## config.mk

```make
export PLATFORM = sky130hd
export DESIGN_NAME = lot_controller
export DESIGN_NICKNAME = d
export VERILOG_FILES = /design/src/rtl/lot_pkg.sv /design/src/rtl/lane_detector.sv /design/src/rtl/lot_controller.sv
export SDC_FILE = /design/constraint.sdc
export NUM_CORES = 1
export LEC_CHECK = 0
export CORE_MARGIN = 8
export CORE_UTILIZATION = 40
export DETAILED_ROUTE_END_ITERATION = 12
export PLACE_DENSITY = 0.66
export SYNTH_ARGS = -nofsm -noshare
export SYNTH_HDL_FRONTEND = slang
export SYNTH_SLANG_ARGS = --single-unit
```

## constraint.sdc

```tcl
create_clock -name clk -period 7.4 [get_ports clk]
set_input_delay 0.74 -clock clk [delete_from_list [all_inputs] [get_ports clk]]
set_output_delay 0.74 -clock clk [all_outputs]
set_load 0.005 [all_outputs]
```

## src/rtl/lot_pkg.sv

```systemverilog
// Shared definitions for the parking lot controller.
//   - det_state_t  : lane detector states. Each state is encoded as the last
//                    sensor code accepted in the 00-01-11-10-00 ring.
//   - gate_state_t : gate FSM states.
//   - AB_*         : 2-bit sensor pair constants {a,b}.
package lot_pkg;

    typedef enum logic [1:0] {
        DET_IDLE = 2'b00,
        DET_A    = 2'b01,
        DET_AB   = 2'b11,
        DET_B    = 2'b10
    } det_state_t;

    typedef enum logic {
        GATE_CLOSED = 1'b0,
        GATE_OPEN   = 1'b1
    } gate_state_t;

    localparam logic [1:0] AB_NONE = 2'b00;
    localparam logic [1:0] AB_A    = 2'b01;
    localparam logic [1:0] AB_BOTH = 2'b11;
    localparam logic [1:0] AB_B    = 2'b10;

endpackage

```

## src/rtl/lane_detector.sv

```systemverilog
// Lane passage detector.
// Follows the sensor sequence 00 -> 01 -> 11 -> 10 -> 00 made by a car
// crossing the sensor pair. Partial or backed-out sequences fall back
// without producing a pass.
// Ports:
//   clk   : clock, rising edge
//   reset : synchronous, active-high
//   ab    : sensor pair {a,b}
//   pass  : combinational one-cycle pulse when a full passage completes
module lane_detector
    import lot_pkg::*;
(
    input  logic       clk,
    input  logic       reset,
    input  logic [1:0] ab,
    output logic       pass
);

    det_state_t state_reg, state_next;

    always_ff @(posedge clk) begin
        if (reset) begin
            state_reg <= DET_IDLE;
        end else begin
            state_reg <= state_next;
        end
    end

    always_comb begin
        state_next = state_reg;
        pass       = 1'b0;
        case (state_reg)
            DET_IDLE: begin
                if (ab == AB_A) state_next = DET_A;
            end
            DET_A: begin
                if (ab == AB_BOTH)      state_next = DET_AB;
                else if (ab == AB_NONE) state_next = DET_IDLE;
            end
            DET_AB: begin
                if (ab == AB_B)      state_next = DET_B;
                else if (ab == AB_A) state_next = DET_A;
            end
            DET_B: begin
                if (ab == AB_NONE) begin
                    state_next = DET_IDLE;
                    pass       = 1'b1;
                end else if (ab == AB_BOTH) begin
                    state_next = DET_AB;
                end else if (ab == AB_A) begin
                    state_next = DET_A;
                end
            end
            default: state_next = DET_IDLE;
        endcase
    end

endmodule

```

## src/rtl/lot_controller.sv

```systemverilog
// Parking lot controller: two lane detectors, two timed gates and an
// occupancy counter with sticky over/underflow error.
// Lane 0 is the entry lane, lane 1 the exit lane.
// Ports:
//   clk      : clock, rising edge
//   reset    : synchronous, active-high
//   ab_in    : entry-lane sensor pair {a,b}
//   ab_out   : exit-lane sensor pair {a,b}
//   req_in   : entry ticket request (level)
//   req_out  : exit ticket request (level)
//   gate_in  : entry gate open command
//   gate_out : exit gate open command
//   count    : current occupancy
//   full     : count == CAPACITY
//   err      : sticky over/underflow attempt flag
module lot_controller
    import lot_pkg::*;
#(
    parameter int CAPACITY   = 16,
    parameter int GATE_TICKS = 8
) (
    input  logic       clk,
    input  logic       reset,
    input  logic [1:0] ab_in,
    input  logic [1:0] ab_out,
    input  logic       req_in,
    input  logic       req_out,
    output logic       gate_in,
    output logic       gate_out,
    output logic [7:0] count,
    output logic       full,
    output logic       err
);

    localparam logic [7:0] CAP_VAL   = 8'(CAPACITY);
    localparam logic [7:0] TICKS_VAL = 8'(GATE_TICKS);

    logic [7:0] count_reg, count_next;
    logic       err_reg, err_next;

    logic [1:0] ab_lane [2];
    logic [1:0] pass_lane;
    logic [1:0] req_lane;
    logic [1:0] can_open;
    logic [1:0] gate_open;

    assign ab_lane[0] = ab_in;
    assign ab_lane[1] = ab_out;
    assign req_lane   = {req_out, req_in};

    // Entry may open only while there is room; exit only while a car is inside.
    assign can_open   = {(count_reg != 8'd0), ~full};

    genvar gi;
    generate
        for (gi = 0; gi < 2; gi++) begin : g_lane
            gate_state_t gate_state_reg, gate_state_next;
            logic [7:0]  timer_reg, timer_next;

            lane_detector u_det (
                .clk   (clk),
                .reset (reset),
                .ab    (ab_lane[gi]),
                .pass  (pass_lane[gi])
            );

            always_ff @(posedge clk) begin
                if (reset) begin
                    gate_state_reg <= GATE_CLOSED;
                    timer_reg      <= 8'd0;
                end else begin
                    gate_state_reg <= gate_state_next;
                    timer_reg      <= timer_next;
                end
            end

            // A held request never reloads an open gate; it only matters
            // once the gate is closed again.
            always_comb begin
                gate_state_next = gate_state_reg;
                timer_next      = timer_reg;
                case (gate_state_reg)
                    GATE_CLOSED: begin
                        if (req_lane[gi] && can_open[gi]) begin
                            gate_state_next = GATE_OPEN;
                            timer_next      = TICKS_VAL;
                        end
                    end
                    GATE_OPEN: begin
                        if (pass_lane[gi] || (timer_reg == 8'd1)) begin
                            gate_state_next = GATE_CLOSED;
                            timer_next      = 8'd0;
                        end else begin
                            timer_next = timer_reg - 8'd1;
                        end
                    end
                    default: begin
                        gate_state_next = GATE_CLOSED;
                        timer_next      = 8'd0;
                    end
                endcase
            end

            assign gate_open[gi] = (gate_state_reg == GATE_OPEN);
        end
    endgenerate

    // Passes are counted whatever the gate state; simultaneous entry and
    // exit cancel out without any boundary check.
    always_comb begin
        count_next = count_reg;
        err_next   = err_reg;
        case (pass_lane)
            2'b01: begin
                if (count_reg == CAP_VAL) err_next = 1'b1;
                else                      count_next = count_reg + 8'd1;
            end
            2'b10: begin
                if (count_reg == 8'd0) err_next = 1'b1;
                else                   count_next = count_reg - 8'd1;
            end
            default: ;
        endcase
    end

    always_ff @(posedge clk) begin
        if (reset) begin
            count_reg <= 8'd0;
            err_reg   <= 1'b0;
        end else begin
            count_reg <= count_next;
            err_reg   <= err_next;
        end
    end

    assign count    = count_reg;
    assign full     = (count_reg == CAP_VAL);
    assign err      = err_reg;
    assign gate_in  = gate_open[0];
    assign gate_out = gate_open[1];

endmodule

```

After elaboration in Yosys (flattened, before gate mapping)
Index checks and enable logic that the tools add are counted.

Bits in registers: 31. Word-level logic and storage cells: 89. Input bits: 8.

Multiplexer cells: 36. Equal/unequal tests: 25. Reduce and logical (&&, ||, !) cells: 13. $add $sub $neg: 4. Bitwise operators: 3.

Operators with widths (count): $mux 8 (6); $pmux 8 s2 (3); $mux 2 (12); $sub 8x1->8 const B (3); $eq 2x2->1 const B (9); $eq 8x1->1 const B (2); $pmux 2 s4 (2); $ne 2x2->1 const B (6); $eq 2x1->1 const B (5); $mux 1 (10); $add 8x1->8 const B (1); $eq 8x5->1 const B (1); $logic_not 2->1 (4); $logic_not 8->1 (1); $reduce_bool 8->1 (1); $ne 3x1->1 const B (2); $pmux 1 s2 (3); $reduce_and 3->1 (2); $not 1->1 (3); $logic_and 1x1->1 (2); $logic_or 1x1->1 (2); $reduce_bool 2->1 (1).

Logic depth before layout (Yosys ltp)
Gate-level depths: netlist (run 1).

Word-level depth: 6. Depth in mapped cells: 12. Gate-level depth less buffers: 10.

Cells and area by module
A second synthesis (run 1) with hierarchy kept.

Cell total of the unflattened synthesis: 266. Area, all modules: 2133.3 um^2.

Modules (own cells, without submodules): lot_controller (instances 1, area each 1737.9 um^2, cells an instance 222); lane_detector (instances 2, area each 197.7 um^2, cells an instance 22).

Worst setup path after synthesis (run 1)
OpenSTA, ideal clock, no wires.

Path kind: input to register. From: input port ab_in[0]. To: register count_reg[4], in the netlist count[4]. Library setup time: 0.123 ns. Data arrival time: 3.142 ns. Required time: 7.277 ns. Path buffers: 2. Cell stages on the path: 11. Slack: 4.135 ns. Cells stage by stage: or4b_4 > ha_1 > buf_2 > buf_2 > xor2_1 > ha_1 > a21boi_0 > o22a_1 > a21bo_2 > a21oi_1 > mux2_1.

Cells in the longest elaborated chain, start to end: 6.

RTL lines: start: declaration (line lot_controller.sv:24) `input logic [1:0] ab_in,`; $logic_not 2->1 * (line lane_detector.sv:45) `if (ab == AB_NONE) begin`; $mux 1 * (line lane_detector.sv:45); $mux 1 * (line lane_detector.sv:32) `case (state_reg)`; $eq 2x2->1 or $eq 2x1->1 (tied branches) (line lot_controller.sv:113) `case (pass_lane)`; $ne 2x2->1 (no line) or $reduce_bool 2->1 (tied branches); $reduce_and 3->1 (no line); end signal: assignment (line lot_controller.sv:131) `count_reg <= count_next;`; end: declaration (line lot_controller.sv:38) `logic [7:0] count_reg, count_next;`.

Mark *: on every way between the ends. The rest lies on a longest branch, timed or not. A chain may end at the register's enable or synchronous reset.

Worst setup path after layout (run 1)
From: input port ab_out[0]. To: register count_reg[4], in the netlist count[4].

Cells in the longest elaborated chain, start to end: 6.

RTL lines: start: declaration (line lot_controller.sv:25) `input logic [1:0] ab_out,`; $logic_not 2->1 * (line lane_detector.sv:45); $mux 1 * (line lane_detector.sv:45); $mux 1 * (line lane_detector.sv:32); $eq 2x2->1 or $eq 2x1->1 (tied branches) (line lot_controller.sv:113); $ne 2x2->1 (no line) or $reduce_bool 2->1 (tied branches); $reduce_and 3->1 (no line).

Marks and branches as above.

==> summary.md, run 1 <==
| Metric | Value |
|---|---|
| Yosys reg bits | 31 |
| Core area | 0.00504 mm² |
| Number of synthesized flops with an enable pin | 0 |
| Design area | 0.00237 mm² |
| Pin count of the biggest net entering global routing | 36 |
| RSZ-0062 raised after global routing | false |
| Critical path class | input port to flip-flop |
| Hold_ws | 0.468 ns |
| Bufs on Longest Clock Path | 2 |
| Max Cap Violations | 0 |
| Die Wd | 87.8 µm |
| Fmax | 0.269 GHz |
| Critical Path AT | 3.90 ns |
| Row count | 26 |
| Die ar. | 0.00770 mm² |
| Total power | 0.000411 W |
| Post-synth net total | 264 |
| Post-Syn Area | 0.00206 mm² |
| Final setup fails | 0 |
| CP peak stage delay | 0.60 ns |
| Antenna Cells | 0 |
| Area share of the largest cell type after synthesis | 30.1% |
| Worst min path class | flip-flop to flip-flop |
| Critical path's most frequent cell | ha_1 |
| Clock slew seen by the registers of the worst setup and hold paths | 0.06 ns |
| Fin crit period | 3.72 ns |
| Worst-skew pair later-pin latency | 0.29 ns |
| Slew @ Worst Pin | 0.775 ns |
| Num ports | 20 |
| Largest delay contributor family on the critical path | adder cells |
| Gate Count Post-Synth | 248 |
| Crit path max fanout | 21 |
| Placed cell count | 324 |
| Largest register FFs | 16 |
| Buffers and inverters on the worst path | 2 |
| Final nets | 277 |
| Req. time, crit path | 7.57 ns |
| Critical Path End Type | flip-flop |
| Area Overhead vs Synth | 15.0% |
| Final worst path period share | 50.3% |
| Clk root buf | clkbuf_8 |
| P_leak | 0.883 nW |
| Wire length per cell | 13.4 µm |
| Non-Filler Instances | 332 |
| Clock skew | 0.00786 ns |
| Synth async-reset ratio | 0% |
| Startpoint Class | input port |
| DRT Wirelength | 4.44 mm |
| Syn. warnings | 0 |
| Mean Syn Cell Area | 8.30 µm² |
| DR pass1 iterations | 4 |
| Leading area contributor after synthesis | dfxtp_1 |
| Setup Fix Bufs, Post-CTS | 0 |
| Post-cts resize count | 0 |
| Initial antenna violation count | 0 |
| Most common cell in the synthesized netlist | dfxtp_1 |
| Final hold vios | 0 |
| H-tree depth | 2 |
| Power Density | 173 mW/mm² |
| Register area share after synthesis | 30.1% |
| Post-route ant nets | 0 |
| CTS tree | built |
| Post-DP Area | 0.00225 mm² |
| Slew Limit Fails | 0 |
| Total grt overflow | 0 |
| DR iter-0 viols | 151 |
| Cell at the slowest stage of the critical path | ha_1 |
| Status | complete, no violations |
| Worst rel slew slack | 47.8% |
| Tot GR Track Use | 12.0% |
| PortBufs | 19 |
| Clock sinks | 31 |
| # hold bufs at CTS | 0 |
| Clock buffer count from CTS | 5 |
| Via density per instance | 5.45 |
| Final estimated routing congestion in global placement | 0.822 |
| Vias in the first global route | 1594 |
| Setup TNS | 0 ns |
| Unique masters post-synth | 67 |
| Top post-synthesis cells by area | dfxtp_1 30%, ha_1 4.9%, a21oi_1 4.1% |
| Top cells by count, synth | 31 x dfxtp_1, 20 x nand2_1, 20 x nor2_1 |
| Post-DP HPWL | 3.03 mm |
| Die H | 87.8 µm |
| Share of layout cells above drive strength 1 | 12.6% |
| Via count | 1808 |
| Remaining routing DRC violations | 0 |
| Cell Chain, Critical Path | clkdlybuf4s50_1 -> or4b_4 -> inv_2 -> ha_1 -> xor2_1 -> ha_1 -> a21boi_0 -> o22a_1 -> a21bo_2 -> a21oi_1 -> mux2_1 |
| Top_reg_cell synth | dfxtp_1 |
| Global-route wire length before repair | 7.27 mm |
| Maximum vdd drop | 0.000135 V |
| Initial Util | 40.8% |
## kinds of logic (layout without fill, tap and decap cells)
| kind of cell | after synthesis | count (layout) | share of synthesized area, % |
|---|---|---|---|
| muxes | 6 | 6 | 3.16 |
| DFF | 31 | 31 | 30.1 |
| buffers and inverters | 27 | 41 | 6.93 |
| xor gates and xnor gates | 7 | 7 | 2.98 |
| adders and majority gates | 8 | 8 | 4.86 |
| and+or+nand+nor | 102 | 102 | 29.2 |
| AOI/OAI and AO/OA | 67 | 67 | 22.7 |
## path summary, 6_finish.rpt
check	startpoint	slack, ns	cells after the start	to
worst min-delay path	g_lane[1].timer_reg[7]	0.47	2	g_lane[1].timer_reg[7]
worst max register to register	g_lane[1].u_det.state_reg[0]	4.27	10	count[4]
worst min register to register	g_lane[1].timer_reg[7]	0.47	2	g_lane[1].timer_reg[7]
worst max-delay path	ab_out[0]	3.68	11	count[4]
## cell type report
| cell class | instances | area [µm²] |
|---|---|---|
| clock inverter | 2 | 35.0 |
| multi-input combinational | 190 | 1300 |
| inverter | 13 | 48.8 |
| sequential | 31 | 621 |
| clock buffer | 6 | 82.6 |
| fill | 520 | 2670 |
| timing repair buffer | 20 | 198 |
| tap | 70 | 87.6 |
## cell usage in the layout (no fill, tap or decap), types with 6 or more instances in the layout
cell type	count
nand2_1	20
nor2_1	20
inv_1	11
ha_1	8
o21ai_0	7
clkbuf_8	6
nand3_1	12
nand2b_1	8
dfxtp_1	31
a31oi_1	10
a21oi_1	17
clkdlybuf4s50_1	19
## where the power goes
group / total, W / internal (W) / switching [W]
clock: 0.000174 / 0.000109 / 0.0000653
combinational: 0.0000542 / 0.0000256 / 0.0000286
sequential: 0.000182 / 0.000174 / 0.00000855
total: 0.000411 / 0.000308 / 0.000102
## worst reg2reg max path, delay by kind of cell, from the launching register on
| kind | cells | cell delay (ns) |
|---|---|---|
| compound gates | 4 | 0.72 |
| xor+xnor | 1 | 0.15 |
| fa+ha+maj | 2 | 0.84 |
| buf+inv | 1 | 0.09 |
| flops | 1 | 0.34 |
| mux | 1 | 0.33 |
| simple gates | 1 | 0.55 |
## layer usage
metal / vias up / wire length (µm) / track usage [%] / part of all wire [%]
met5: - / 0 / 0 / 0
met4: 0 / 62 / 5.00 / 1.4
met3: 5 / 183 / 4.41 / 4.1
met2: 35 / 2080 / 18.9 / 47
met1: 838 / 2110 / 14.4 / 48
li1: 930 / - / - / -
## per-stage QoR
stage / setup slack [ns] / utilization, %
after floorplan: 4.13 / -
after global placement: 3.46 / 44.6
after detailed placement: 3.37 / 44.6
after CTS: 3.68 / 47.0
after global routing: 3.48 / 47.0
final: 3.68 / 47.0
No activity file was read; power rests on OpenSTA's default activity.
==> inputs of run 2 (changes only) <==
- clock period: 7.4 -> 3.5 ns (I/O delays scaled with it)
==> summary.md, run 2 (synthesis gave the netlist of run 1 again) <==
| Metric | Value |
|---|---|
| Clock sinks | 31 |
| Post-route ant nets | 0 |
| Bufs on Longest Clock Path | 2 |
| Reg2reg setup slack | 0.84 ns |
| Power Density | 367 mW/mm² |
| Vias in the first global route | 1629 |
| Setup Fix Bufs, Post-CTS | 0 |
| Req. time, crit path | 3.68 ns |
| Placed cell count | 325 |
| Area Overhead vs Synth | 15.4% |
| Final nets | 278 |
| Tot GR Track Use | 12.2% |
| Cell at the slowest stage of the critical path | or4b_4 |
| Critical Path AT | 3.03 ns |
| Critical path's most frequent cell | ha_1 |
| Crit path max fanout | 5 |
| Antenna Cells | 0 |
| Startpoint Class | input port |
| Clock buffer count from CTS | 5 |
| RSZ-0062 raised after global routing | false |
| Worst-skew pair later-pin latency | 0.29 ns |
| H-tree depth | 2 |
| Initial Util | 40.8% |
| Fill count | 487 |
| Reg-to-reg endpoint | count[4] |
| Post-cts resize count | 0 |
| Worst min path class | flip-flop to flip-flop |
| Critical Path End Type | flip-flop |
| Clk root buf | clkbuf_8 |
| DRT Wirelength | 4.36 mm |
| Slew @ Worst Pin | 0.807 ns |
| P_leak | 0.889 nW |
| Fin crit period | 2.85 ns |
| Most common cell after layout, fill and taps aside | dfxtp_1 |
| Wire length per cell | 13.1 µm |
| Cell Chain, Critical Path | clkdlybuf4s50_1 -> or4b_4 -> ha_1 -> xor2_1 -> ha_1 -> a21boi_0 -> o22a_1 -> a21bo_2 -> a21oi_1 -> mux2_1 |
| Via density per instance | 5.39 |
| Remaining routing DRC violations | 0 |
| DR iter-0 viols | 136 |
| Max Cap Violations | 0 |
| Via count | 1796 |
| R2r worst-path depth | 9 |
| Die Wd | 87.8 µm |
| Clock skew | 0.00360 ns |
| Largest register FFs | 16 |
| Worst rel slew slack | 46.0% |
| Status | complete, no violations |
| PortBufs | 19 |
| Final worst path period share | 81.3% |
| Non-Filler Instances | 333 |
| Final setup fails | 0 |
| Die ar. | 0.00770 mm² |
| CTS tree | built |
| Core area | 0.00504 mm² |
| Final estimated routing congestion in global placement | 0.813 |
| Num ports | 20 |
| Pin count of the biggest net entering global routing | 22 |
| Setup TNS | 0 ns |
| Place WS | 0.348 ns |
| Global-route wire length before repair | 7.52 mm |
| CP peak stage delay | 0.55 ns |
| Worst Setup SP | ab_in[1] |
| # hold bufs at CTS | 0 |
| DR pass1 iterations | 4 |
| Share of layout cells above drive strength 1 | 12.9% |
| Clock slew seen by the registers of the worst setup and hold paths | 0.07 ns |
| Fmax | 0.351 GHz |
| Maximum vdd drop | 0.000179 V |
| Post-DP HPWL | 2.98 mm |
| Setup ws final | 0.653 ns |
| Initial antenna violation count | 0 |
| Slew Limit Fails | 0 |
| Critical path class | input port to flip-flop |
| Final hold vios | 0 |
| Worst r2r src | g_lane[0].u_det.state_reg[1] |
| Most frequent cells in the layout | 31 x dfxtp_1, 20 x nand2_1, 20 x nor2_1 |
| Setup crit end | count[4] |
| Row count | 26 |
| Total power | 0.000873 W |
| Die H | 87.8 µm |
| Total grt overflow | 0 |
run 2: changes by cell type in the layout (fill, tap and decap cells not counted):
cell and change:
buf_4 +1
run 2: layer usage:
layer  global-route usage (%)  share of wire [%]  routed length (µm)  vias to the layer above
met5                        0                  0                   0                        -
met2                     19.4                 46                2000                       23
met1                     14.9                 48                2100                      836
met4                     5.16                1.7                  74                        0
met3                     3.66                4.1                 178                        6
li1                         -                  -                   -                      931
run 2: worst min-delay path by stage:
stage	start	endpoint	slack, ns	cells after the start
after floorplan	g_lane[1].timer_reg[7]	g_lane[1].timer_reg[7]	0.44	2
after global placement	g_lane[1].timer_reg[7]	g_lane[1].timer_reg[7]	0.44	2
after detailed placement	g_lane[1].timer_reg[7]	g_lane[1].timer_reg[7]	0.45	2
after CTS	g_lane[1].timer_reg[7]	g_lane[1].timer_reg[7]	0.46	2
after global routing	g_lane[1].timer_reg[7]	g_lane[1].timer_reg[7]	0.51	2
final	g_lane[1].timer_reg[7]	g_lane[1].timer_reg[7]	0.46	2
run 2: cell type report:
type                       instances  area [µm²]  share of cell area, %
clock buffer                       6        82.6                   3.48
clock inverter                     2        35.0                   1.47
inverter                          13        48.8                   2.05
multi-input combinational        190        1300                   54.6
sequential                        31         621                   26.1
tap                               70        87.6                   3.69
timing repair buffer              21         205                   8.64
run 2: stage by stage:
step	hold WS [ns]	util, %	cell area [µm²]
2_1_floorplan	0.436	-	2060
3_3_place_gp	0.445	44.8	2260
3_5_place_dp	0.453	44.8	2260
4_1_cts	0.462	47.1	2380
5_1_grt	0.512	47.1	2380
6_report	0.459	47.1	2380
run 2: critical path: cells and delay by family:
| kind | cells | cell delay [ns] |
|---|---|---|
| xor gates and xnor gates | 1 | 0.14 |
| adders and majority gates | 2 | 0.46 |
| and+or+nand+nor | 1 | 0.55 |
| AOI/OAI and AO/OA | 4 | 0.71 |
| muxes | 1 | 0.33 |
| buffers and inverters | 1 | 0.48 |
run 2: report_power, final:
part	switching, W	internal, W	leakage [nW]
clock network	0.000145	0.000230	0.0612
registers	0.0000181	0.000368	0.252
logic	0.0000584	0.0000540	0.576
total	0.000221	0.000652	0.889
